<file path="config.mk">
export PLATFORM = sky130hd
export DESIGN_NAME = mips_bus_arbiter
export DESIGN_NICKNAME = d
export VERILOG_FILES = /design/src/rtl/mips_bus_pkg.sv /design/src/rtl/mips_bus_watchdog.sv /design/src/rtl/mips_bus_arbiter.sv
export SDC_FILE = /design/constraint.sdc
export NUM_CORES = 1
export LEC_CHECK = 0
export ABC_AREA = 1
export CORE_AREA = 2 2 115 117
export DETAILED_ROUTE_END_ITERATION = 10
export DIE_AREA = 0 0 117 119
export GPL_ROUTABILITY_DRIVEN = 0
export PLACE_DENSITY = 0.67
export SKIP_CTS_REPAIR_TIMING = 1
export SLEW_MARGIN = 20
export SYNTH_ARGS = -nofsm -noshare
export SYNTH_HDL_FRONTEND = slang
export SYNTH_HIERARCHICAL = 1
export SYNTH_SLANG_ARGS = --single-unit
</file>
<file path="constraint.sdc">
create_clock -name clk -period 3 [get_ports clk]
set_input_delay 0.45 -clock clk [delete_from_list [all_inputs] [get_ports clk]]
set_output_delay 0.45 -clock clk [all_outputs]
set_load 0.05 [all_outputs]
</file>
<file path="src/rtl/mips_bus_pkg.sv">
// Shared types and defaults for the two-master MIPS memory-bus arbiter.
package mips_bus_pkg;

   typedef enum logic [1:0] {
      IDLE    = 2'd0,
      BUSY    = 2'd1,
      ERRRESP = 2'd2
   } arb_state_t;

   localparam logic [31:0] DEF_BASE_ADDR  = 32'hBFC00000;
   localparam logic [31:0] DEF_LIMIT_ADDR = 32'hBFC07FFF;
   localparam logic [31:0] DEF_ERR_DATA   = 32'h00000000;
   localparam int          DEF_S_ADDR_W   = 16;
   localparam int          DEF_TIMEOUT    = 64;

   typedef struct packed {
      logic [31:0] address;
      logic        read;
      logic        write;
      logic [31:0] writedata;
      logic [3:0]  byteenable;
   } m_req_t;

   function automatic logic in_window(
      input logic [31:0] addr,
      input logic [31:0] lo,
      input logic [31:0] hi
   );
      return (addr >= lo) && (addr <= hi);
   endfunction

   function automatic int wd_width(input int timeout);
      return (timeout > 1) ? $clog2(timeout) : 1;
   endfunction

endpackage

</file>
<file path="src/rtl/mips_bus_watchdog.sv">
// Transfer watchdog: counts stalled cycles and flags the last allowed one.
module mips_bus_watchdog
   import mips_bus_pkg::*;
#(
   parameter int TIMEOUT = DEF_TIMEOUT,
   parameter int CW      = wd_width(TIMEOUT)
) (
   input  logic          clk,
   input  logic          reset_n,
   input  logic          clear,
   input  logic          load,
   input  logic [CW-1:0] load_val,
   input  logic          enable,
   output logic          expire
);

   localparam logic [CW-1:0] LAST = CW'(TIMEOUT - 1);

   logic [CW-1:0] cnt_q, cnt_d;

   always_comb begin
      cnt_d = cnt_q;
      if (clear) begin
         cnt_d = '0;
      end else if (load) begin
         cnt_d = load_val;
      end else if (enable) begin
         cnt_d = cnt_q + CW'(1);
      end
   end

   always_ff @(posedge clk or negedge reset_n) begin
      if (!reset_n) begin
         cnt_q <= '0;
      end else begin
         cnt_q <= cnt_d;
      end
   end

   // A zero TIMEOUT disables the watchdog entirely.
   assign expire = (TIMEOUT != 0) && (cnt_q == LAST);

endmodule

</file>
<file path="src/rtl/mips_bus_arbiter.sv">
// Round-robin two-master arbiter for the boot-RAM window, with decode,
// protocol and timeout termination handled locally.
module mips_bus_arbiter
   import mips_bus_pkg::*;
#(
   parameter logic [31:0] BASE_ADDR  = DEF_BASE_ADDR,
   parameter logic [31:0] LIMIT_ADDR = DEF_LIMIT_ADDR,
   parameter int          S_ADDR_W   = DEF_S_ADDR_W,
   parameter int          TIMEOUT    = DEF_TIMEOUT,
   parameter logic [31:0] ERR_DATA   = DEF_ERR_DATA
) (
   input  logic                clk,
   input  logic                reset_n,
   input  logic [31:0]         m0_address,
   input  logic                m0_read,
   input  logic                m0_write,
   input  logic [31:0]         m0_writedata,
   input  logic [3:0]          m0_byteenable,
   output logic [31:0]         m0_readdata,
   output logic                m0_waitrequest,
   input  logic [31:0]         m1_address,
   input  logic                m1_read,
   input  logic                m1_write,
   input  logic [31:0]         m1_writedata,
   input  logic [3:0]          m1_byteenable,
   output logic [31:0]         m1_readdata,
   output logic                m1_waitrequest,
   output logic [S_ADDR_W-1:0] s_address,
   output logic                s_read,
   output logic                s_write,
   output logic [31:0]         s_writedata,
   output logic [3:0]          s_byteenable,
   input  logic [31:0]         s_readdata,
   input  logic                s_waitrequest,
   output logic                err_decode,
   output logic                err_timeout,
   output logic                err_protocol,
   output logic                busy
);

   localparam int WD_W = wd_width(TIMEOUT);

   arb_state_t state_q, state_d;
   logic       grant_q, grant_d;
   logic       last_q, last_d;
   logic       wr_sup_q, wr_sup_d;
   logic       err_dec_q, err_dec_d;
   logic       err_to_q, err_to_d;
   logic       err_pr_q, err_pr_d;

   m_req_t      m0_req, m1_req, gm;
   logic        req0, req1, win;
   logic        win_rd, win_wr;
   logic [31:0] win_addr;
   logic        wd_clr, wd_load, wd_en, wd_exp;

   assign m0_req = '{address: m0_address, read: m0_read,
                     write: m0_write, writedata: m0_writedata,
                     byteenable: m0_byteenable};
   assign m1_req = '{address: m1_address, read: m1_read,
                     write: m1_write, writedata: m1_writedata,
                     byteenable: m1_byteenable};

   assign req0 = m0_read | m0_write;
   assign req1 = m1_read | m1_write;
   // On a tie the master not served last wins.
   assign win      = (req0 & req1) ? ~last_q : req1;
   assign win_addr = win ? m1_address : m0_address;
   assign win_rd   = win ? m1_read : m0_read;
   assign win_wr   = win ? m1_write : m0_write;
   assign gm       = grant_q ? m1_req : m0_req;

   mips_bus_watchdog #(
      .TIMEOUT (TIMEOUT),
      .CW      (WD_W)
   ) u_wd (
      .clk      (clk),
      .reset_n  (reset_n),
      .clear    (wd_clr),
      .load     (wd_load),
      .load_val ('0),
      .enable   (wd_en),
      .expire   (wd_exp)
   );

   always_comb begin
      state_d   = state_q;
      grant_d   = grant_q;
      last_d    = last_q;
      wr_sup_d  = wr_sup_q;
      err_dec_d = err_dec_q;
      err_to_d  = err_to_q;
      err_pr_d  = err_pr_q;
      wd_clr    = 1'b0;
      wd_load   = 1'b0;
      wd_en     = 1'b0;
      unique case (state_q)
         IDLE: begin
            if (req0 | req1) begin
               grant_d  = win;
               wr_sup_d = win_rd & win_wr;
               wd_load  = 1'b1;
               if (win_rd & win_wr) begin
                  err_pr_d = 1'b1;
               end
               if (in_window(win_addr, BASE_ADDR, LIMIT_ADDR)) begin
                  state_d = BUSY;
               end else begin
                  state_d   = ERRRESP;
                  err_dec_d = 1'b1;
               end
            end
         end
         BUSY: begin
            if (!(gm.read | gm.write)) begin
               err_pr_d = 1'b1;
               state_d  = IDLE;
               last_d   = grant_q;
               wd_clr   = 1'b1;
            end else if (!s_waitrequest) begin
               state_d = IDLE;
               last_d  = grant_q;
               wd_clr  = 1'b1;
            end else if (wd_exp) begin
               state_d  = ERRRESP;
               err_to_d = 1'b1;
               wd_clr   = 1'b1;
            end else begin
               wd_en = 1'b1;
            end
         end
         ERRRESP: begin
            state_d = IDLE;
            last_d  = grant_q;
         end
         default: begin
            state_d = IDLE;
         end
      endcase
   end

   always_comb begin
      s_address      = S_ADDR_W'(gm.address - BASE_ADDR);
      s_writedata    = gm.writedata;
      s_byteenable   = gm.byteenable;
      s_read         = 1'b0;
      s_write        = 1'b0;
      m0_waitrequest = 1'b1;
      m1_waitrequest = 1'b1;
      m0_readdata    = '0;
      m1_readdata    = '0;
      unique case (state_q)
         BUSY: begin
            s_read  = gm.read;
            s_write = gm.write & ~wr_sup_q;
            if (grant_q) begin
               m1_waitrequest = s_waitrequest;
               m1_readdata    = s_readdata;
            end else begin
               m0_waitrequest = s_waitrequest;
               m0_readdata    = s_readdata;
            end
         end
         ERRRESP: begin
            if (grant_q) begin
               m1_waitrequest = 1'b0;
               m1_readdata    = ERR_DATA;
            end else begin
               m0_waitrequest = 1'b0;
               m0_readdata    = ERR_DATA;
            end
         end
         default: begin
         end
      endcase
   end

   always_ff @(posedge clk or negedge reset_n) begin
      if (!reset_n) begin
         state_q   <= IDLE;
         grant_q   <= 1'b0;
         last_q    <= 1'b1;
         wr_sup_q  <= 1'b0;
         err_dec_q <= 1'b0;
         err_to_q  <= 1'b0;
         err_pr_q  <= 1'b0;
      end else begin
         state_q   <= state_d;
         grant_q   <= grant_d;
         last_q    <= last_d;
         wr_sup_q  <= wr_sup_d;
         err_dec_q <= err_dec_d;
         err_to_q  <= err_to_d;
         err_pr_q  <= err_pr_d;
      end
   end

   assign err_decode   = err_dec_q;
   assign err_timeout  = err_to_q;
   assign err_protocol = err_pr_q;
   assign busy         = (state_q != IDLE);

endmodule
</file>
==> run metrics, run 1 <==
Setup Skew=0.001746 ns; Worst Hold Depth=1; Max clock buf depth=2; reg-to-reg slack, setup=1.13 ns; total number of vias=3,190; Worst-path clk slew=0.05 ns; Remaining Overflow, GRT=0; RSZ-0062 raised after global routing=no; synthesized flop and latch total=14; sequential area share after synthesis=0.1524; Sw Share=0.5364; Sink Count=14; Die Width=117 um; Worst-Skew Late Latency=0.24 ns; boundary pin count=299; antenna-violating nets left=0; Syn Area/Cell=6.806 um2; Worst Hold Path EP=err_timeout$_DFFE_PN0P_; crit share post-route=0.9295; hold crit path type=reg -> reg; critical path type=reg -> out; CP Capture Type=output pin; worst-margin pin slew=0.6672 ns; Final Non-Filler Cells=814; sequential group share of total power=0.114; Routed WL=11.22 mm; Critical Path AT=2.34 ns; Synth cell types=33; drt drc=0; Synth-to-Final Area Change=136.3%; NetSw=1.795 mW; DIE AREA=0.01392 mm2; largest net degree at the start of global routing=41; reg2reg end=u_wd/cnt_q[2]$_DFFE_PN0P_; Hold WS=0.4689 ns; area of the mapped netlist=0.002307 mm2; placed cell count=808; CTS Buf Count=3; reg2reg path depth=9; DRT Pass-1 Iters=4; worst r2r src=grant_q$_DFFE_PN0P_; Final #Nets=816; clock share of power=0.083; dpl ws=0.4389 ns; core area=0.01287 mm2; Max VDD drop=0.0004400 V; initial antenna violation count=2; H-tree depth=1; die height=119 um; Setup TNS=0 ns; most frequent cells in the layout=231 x clkdlybuf4s50_1, 68 x nor2_1, 63 x buf_4, 61 x inv_1, 54 x nand2_1; hold_sp=err_timeout$_DFFE_PN0P_; maximum fanout along the worst path=40; commonest non-fill, non-tap cell in the layout=clkdlybuf4s50_1; pwr dens=613.9 mW/mm2; Critical Path Source Type=flip-flop; max_slew headroom=0.5538; Final Hold Viols=0; outcome=completed; CTS tree=done; Setup violations, final=0; post-DP HPWL=9.925 mm; Final Total Pwr=3.347 mW; Tmin final=2.789 ns; Lkg Pwr=2.505 nW; row count=42; Port Buffers=298; CP required=2.55 ns; Starting Density=0.1792; final setup slack of the worst path=0.2115 ns; vias in the first global route=3,149; clock root buffer master=clkbuf_16; final slew viol count=0; ratio of cells with drive above 1 in the final layout=0.2610; combinational share of power=0.803; Global Route Usage Sum=0.1491; Int Pwr=1.552 mW; initial DRC count=72; maxcap violations=0; Wirelength per Cell=13.78 um; Layout fillers=1,297; vias per std cell=3.919; Yosys warning total=6; first-pass GRT wire length=16.40 mm; Max Fclk=358.6 MHz; Mapped Cells=339
power groups by stage:
stage	Combinational, mW	Clock (mW)	Sequential (mW)
3_5_place_dp	2.69	0	0.387
6_report	2.69	0.279	0.381
2_1_floorplan	1.88	0	0.317
5_1_grt	2.84	0.296	0.398
4_1_cts	2.70	0.282	0.385
3_3_place_gp	2.66	0	0.380
synth_stat cells (all sizes together):
cell    count  area (um2)
a21o        2       15.01
dfrtp      13       325.3
o31ai       2       15.01
mux2       52       585.6
a21oi       4       23.77
nor3        1       5.000
inv        64       240.2
ha          4       50.05
conb        1       3.750
o211ai      1       7.510
nand3       8       45.04
nand2      54       202.7
or2         1       6.260
o22ai       3       18.77
dfstp       1       26.28
and2        1       6.260
nand4       1       6.260
nor2       98       503.0
o21bai      1       7.510
buf        14       133.9
xor2        3       26.28
o21ai      10       53.80
metrics by stage:
step	utilization	area, um2
after floorplan	-	2326
after global routing	0.4233	5450
after CTS	0.4231	5448
final	0.4235	5453
after detailed placement	0.4162	5359
after global placement	0.4162	5359
logic make-up after synthesis:
| kind of cell | synth area share |
|---|---|
| AND/OR/NAND/NOR | 0.3357 |
| buffers and inverters | 0.1621 |
| multiplexers | 0.2538 |
| AO/OA/AOI/OAI | 0.06128 |
| flip-flops | 0.1524 |
| adder cells (fa/ha/maj) | 0.02169 |
| XOR/XNOR | 0.01139 |
| other | 0.001625 |
state kept, by name, indices dropped and copies added (netlist names):
signal	cells
u_wd/cnt_q	6
last_q	1
err_decode	1
state_q	2
wr_sup_q	1
err_timeout	1
grant_q	1
err_protocol	1
metal layers:
| layer | track usage | part of all wire | vias to the layer above |
|---|---|---|---|
| li1 | - | - | 1626 |
| met1 | 0.1788 | 0.40 | 1423 |
| met2 | 0.2677 | 0.50 | 129 |
| met3 | 0.03053 | 0.081 | 12 |
| met4 | 0.03676 | 0.018 | 0 |
| met5 | 0 | 0 | - |
area by class of cell:
| cell class | instances | area, um2 | area share |
|---|---|---|---|
| antenna | 2 | 5.005 | 0.0009179 |
| clock buffer | 4 | 88.84 | 0.01629 |
| inverter | 64 | 240.2 | 0.04406 |
| multi-input combinational | 252 | 1600 | 0.2935 |
| sequential | 14 | 352.8 | 0.06471 |
| tap | 176 | 220.2 | 0.04039 |
| timing repair buffer | 302 | 2945 | 0.5402 |
worst max path at each step:
stage / from / endpoint / slack [ns] / cells past startpoint
2_1_floorplan: state_q[1]$_DFFE_PN0P_ / s_write / 0.70 / 4
3_3_place_gp: m1_read / s_read / 0.43 / 6
3_5_place_dp: m1_read / s_read / 0.44 / 6
4_1_cts: grant_q$_DFFE_PN0P_ / s_byteenable[2] / 0.19 / 3
5_1_grt: grant_q$_DFFE_PN0P_ / s_byteenable[2] / 0.14 / 3
6_report: grant_q$_DFFE_PN0P_ / s_byteenable[2] / 0.21 / 3
worst max-delay path: stages (launching register included):
cell and delay (ns):
dfrtp_2 0.67, buf_12 0.30, mux2_2 0.39, clkdlybuf4s50_1 0.72
No activity file was read; power rests on OpenSTA's default activity.
==> run 2: changes to the inputs <==
--- a/config.mk
+++ b/config.mk
@@ -10,7 +10,7 @@
 export DETAILED_ROUTE_END_ITERATION = 10
 export DIE_AREA = 0 0 117 119
 export GPL_ROUTABILITY_DRIVEN = 0
-export PLACE_DENSITY = 0.67
+export PLACE_DENSITY = 0.59
 export SKIP_CTS_REPAIR_TIMING = 1
 export SLEW_MARGIN = 20
 export SYNTH_ARGS = -nofsm -noshare
==> run 2 against run 1 <==
Maximum frequency down 2.3%. Global-route usage grew 1.9 points. Critical path type unchanged. Critical endpoint is now s_writedata[10]. Sequential power is 3% higher. Cell count rose by 0.37%.
==> run metrics, run 2 (synthesized netlist as in run 1, its figures left out) <==
drt drc=0 (unchanged); initial DRC count=109 (was 72); antenna-violating nets left=0 (unchanged); Final #Nets=820 (was 816); Worst-Skew Late Latency=0.24 ns (about the same); Starting Density=0.1792 (unchanged); critical path type=reg -> out (unchanged); Worst-path clk slew=0.05 ns (about the same); CTS tree=done (unchanged); maximum fanout along the worst path=27 (was 40); worst-margin pin slew=0.6586 ns (was 0.6672 ns); Worst Hold Depth=1 (unchanged); reg-to-reg slack, setup=0.86 ns (was 1.13 ns); Setup TNS=0 ns (unchanged); Final Hold Viols=0 (unchanged); clock root buffer master=clkbuf_16 (unchanged); CP Capture Type=output pin (unchanged); crit share post-route=0.9513 (was 0.9295); boundary pin count=299 (unchanged); max reg flops=6 (unchanged); max_slew headroom=0.5596 (was 0.5538); Remaining Overflow, GRT=0 (unchanged); Setup Skew=0.005546 ns (was 0.001746 ns); Sink Count=14 (unchanged); pwr dens=557.9 mW/mm2 (was 613.9 mW/mm2); Tmin final=2.854 ns (was 2.789 ns); DIE AREA=0.01392 mm2 (unchanged); row count=42 (unchanged); total number of vias=3,193 (was 3,190); Global Route Usage Sum=0.1682 (was 0.1491); commonest non-fill, non-tap cell in the layout=clkdlybuf4s50_1 (unchanged); reg2reg path depth=10 (was 9); Max Fclk=350.4 MHz (was 358.6 MHz); Setup violations, final=0 (unchanged); largest net degree at the start of global routing=28 (was 41); fin util=0.4674 (was 0.4235); vias in the first global route=3,233 (was 3,149); CTS Buf Count=3 (unchanged); Die Width=117 um (unchanged); final slew viol count=0 (unchanged); Max clock buf depth=2 (unchanged); Final Total Pwr=3.358 mW (was 3.347 mW); Regs by FF count=u_wd/cnt_q x6, state_q x2 (unchanged); die height=119 um (unchanged); Worst Hold Path EP=err_decode$_DFFE_PN0P_ (was err_timeout$_DFFE_PN0P_); post-DP HPWL=11.18 mm (was 9.925 mm); vias per std cell=3.908 (was 3.919); Port Buffers=298 (unchanged); Max VDD drop=0.0005583 V (was 0.0004400 V); maxcap violations=0 (unchanged); Synth-to-Final Area Change=160.8% (was 136.3%); core area=0.01287 mm2 (unchanged); Critical Path Source Type=flip-flop (unchanged); DRT Pass-1 Iters=4 (unchanged); initial antenna violation count=1 (was 2); Reg with most FFs=u_wd/cnt_q (unchanged); first-pass GRT wire length=18.11 mm (was 16.40 mm); RSZ-0062 raised after global routing=no (unchanged); ratio of cells with drive above 1 in the final layout=0.2656 (was 0.2610); Wirelength per Cell=15.22 um (was 13.78 um); outcome=completed (unchanged); reg2reg end=u_wd/cnt_q[2]$_DFFE_PN0P_ (unchanged); placed cell count=812 (was 808); CP required=2.55 ns (about the same); most frequent cells in the layout=230 x clkdlybuf4s50_1, 68 x nor2_1, 61 x inv_1, 54 x nand2_1 (was 231 x clkdlybuf4s50_1, 68 x nor2_1, 63 x buf_4, 61 x inv_1, 54 x nand2_1); Lkg Pwr=2.635 nW (was 2.505 nW); hold_sp=err_decode$_DFFE_PN0P_ (was err_timeout$_DFFE_PN0P_); Routed WL=12.43 mm (was 11.22 mm); Final Non-Filler Cells=817 (was 814); worst r2r src=grant_q$_DFFE_PN0P_ (unchanged); Critical Path AT=2.40 ns (was 2.34 ns); hold crit path type=reg -> reg (unchanged); Hold WS=0.4563 ns (was 0.4689 ns); H-tree depth=1 (unchanged)
==> run 2: metrics by stage <==
| step | instance area, um2 | setup slack [ns] |
|---|---|---|
| floorplan | 2326 | 0.6993 |
| global placement | 5937 | 0.4412 |
| detailed placement | 5937 | 0.3951 |
| CTS | 6016 | 0.1265 |
| global route | 6016 | 0.04791 |
| finish | 6018 | 0.1461 |
==> run 2: worst max-delay path: stages (launching register included) <==
cell and delay [ns]:
dfrtp_2 0.74, buf_4 0.34, mux2_2 0.37, clkdlybuf4s50_1 0.70
==> run 2: per-layer routing <==
layer,share of wire,global-route usage,routed length (um)
met2,0.48,0.2883,5919
met5,0,0,0
met3,0.095,0.06005,1181
met4,0.0078,0.01691,97
met1,0.42,0.2082,5232
==> run 2: area by class of cell <==
type	count	area, um2
Fill cell	1221	6857
Sequential cell	14	352.8
Antenna cell	1	2.502
Timing Repair Buffer	306	3523
Inverter	64	240.2
Clock buffer	4	78.83
Multi-Input combinational cell	252	1600
Tap cell	176	220.2
==> run 2: power by group <==
part           internal [mW]  switching (mW)  leakage (nW)
combinational           1.10            1.60          2.43
clock                  0.180          0.0760        0.0382
sequential             0.267           0.126         0.164
==> run 2: worst max path at each step <==
stage / from / endpoint / slack [ns] / cells past startpoint
floorplan: state_q[1]$_DFFE_PN0P_ / s_write / 0.70 / 4
global placement: grant_q$_DFFE_PN0P_ / s_writedata[10] / 0.44 / 3
detailed placement: grant_q$_DFFE_PN0P_ / s_writedata[10] / 0.40 / 3
CTS: grant_q$_DFFE_PN0P_ / s_writedata[10] / 0.13 / 3
global route: grant_q$_DFFE_PN0P_ / s_writedata[10] / 0.05 / 3
finish: grant_q$_DFFE_PN0P_ / s_writedata[10] / 0.15 / 3
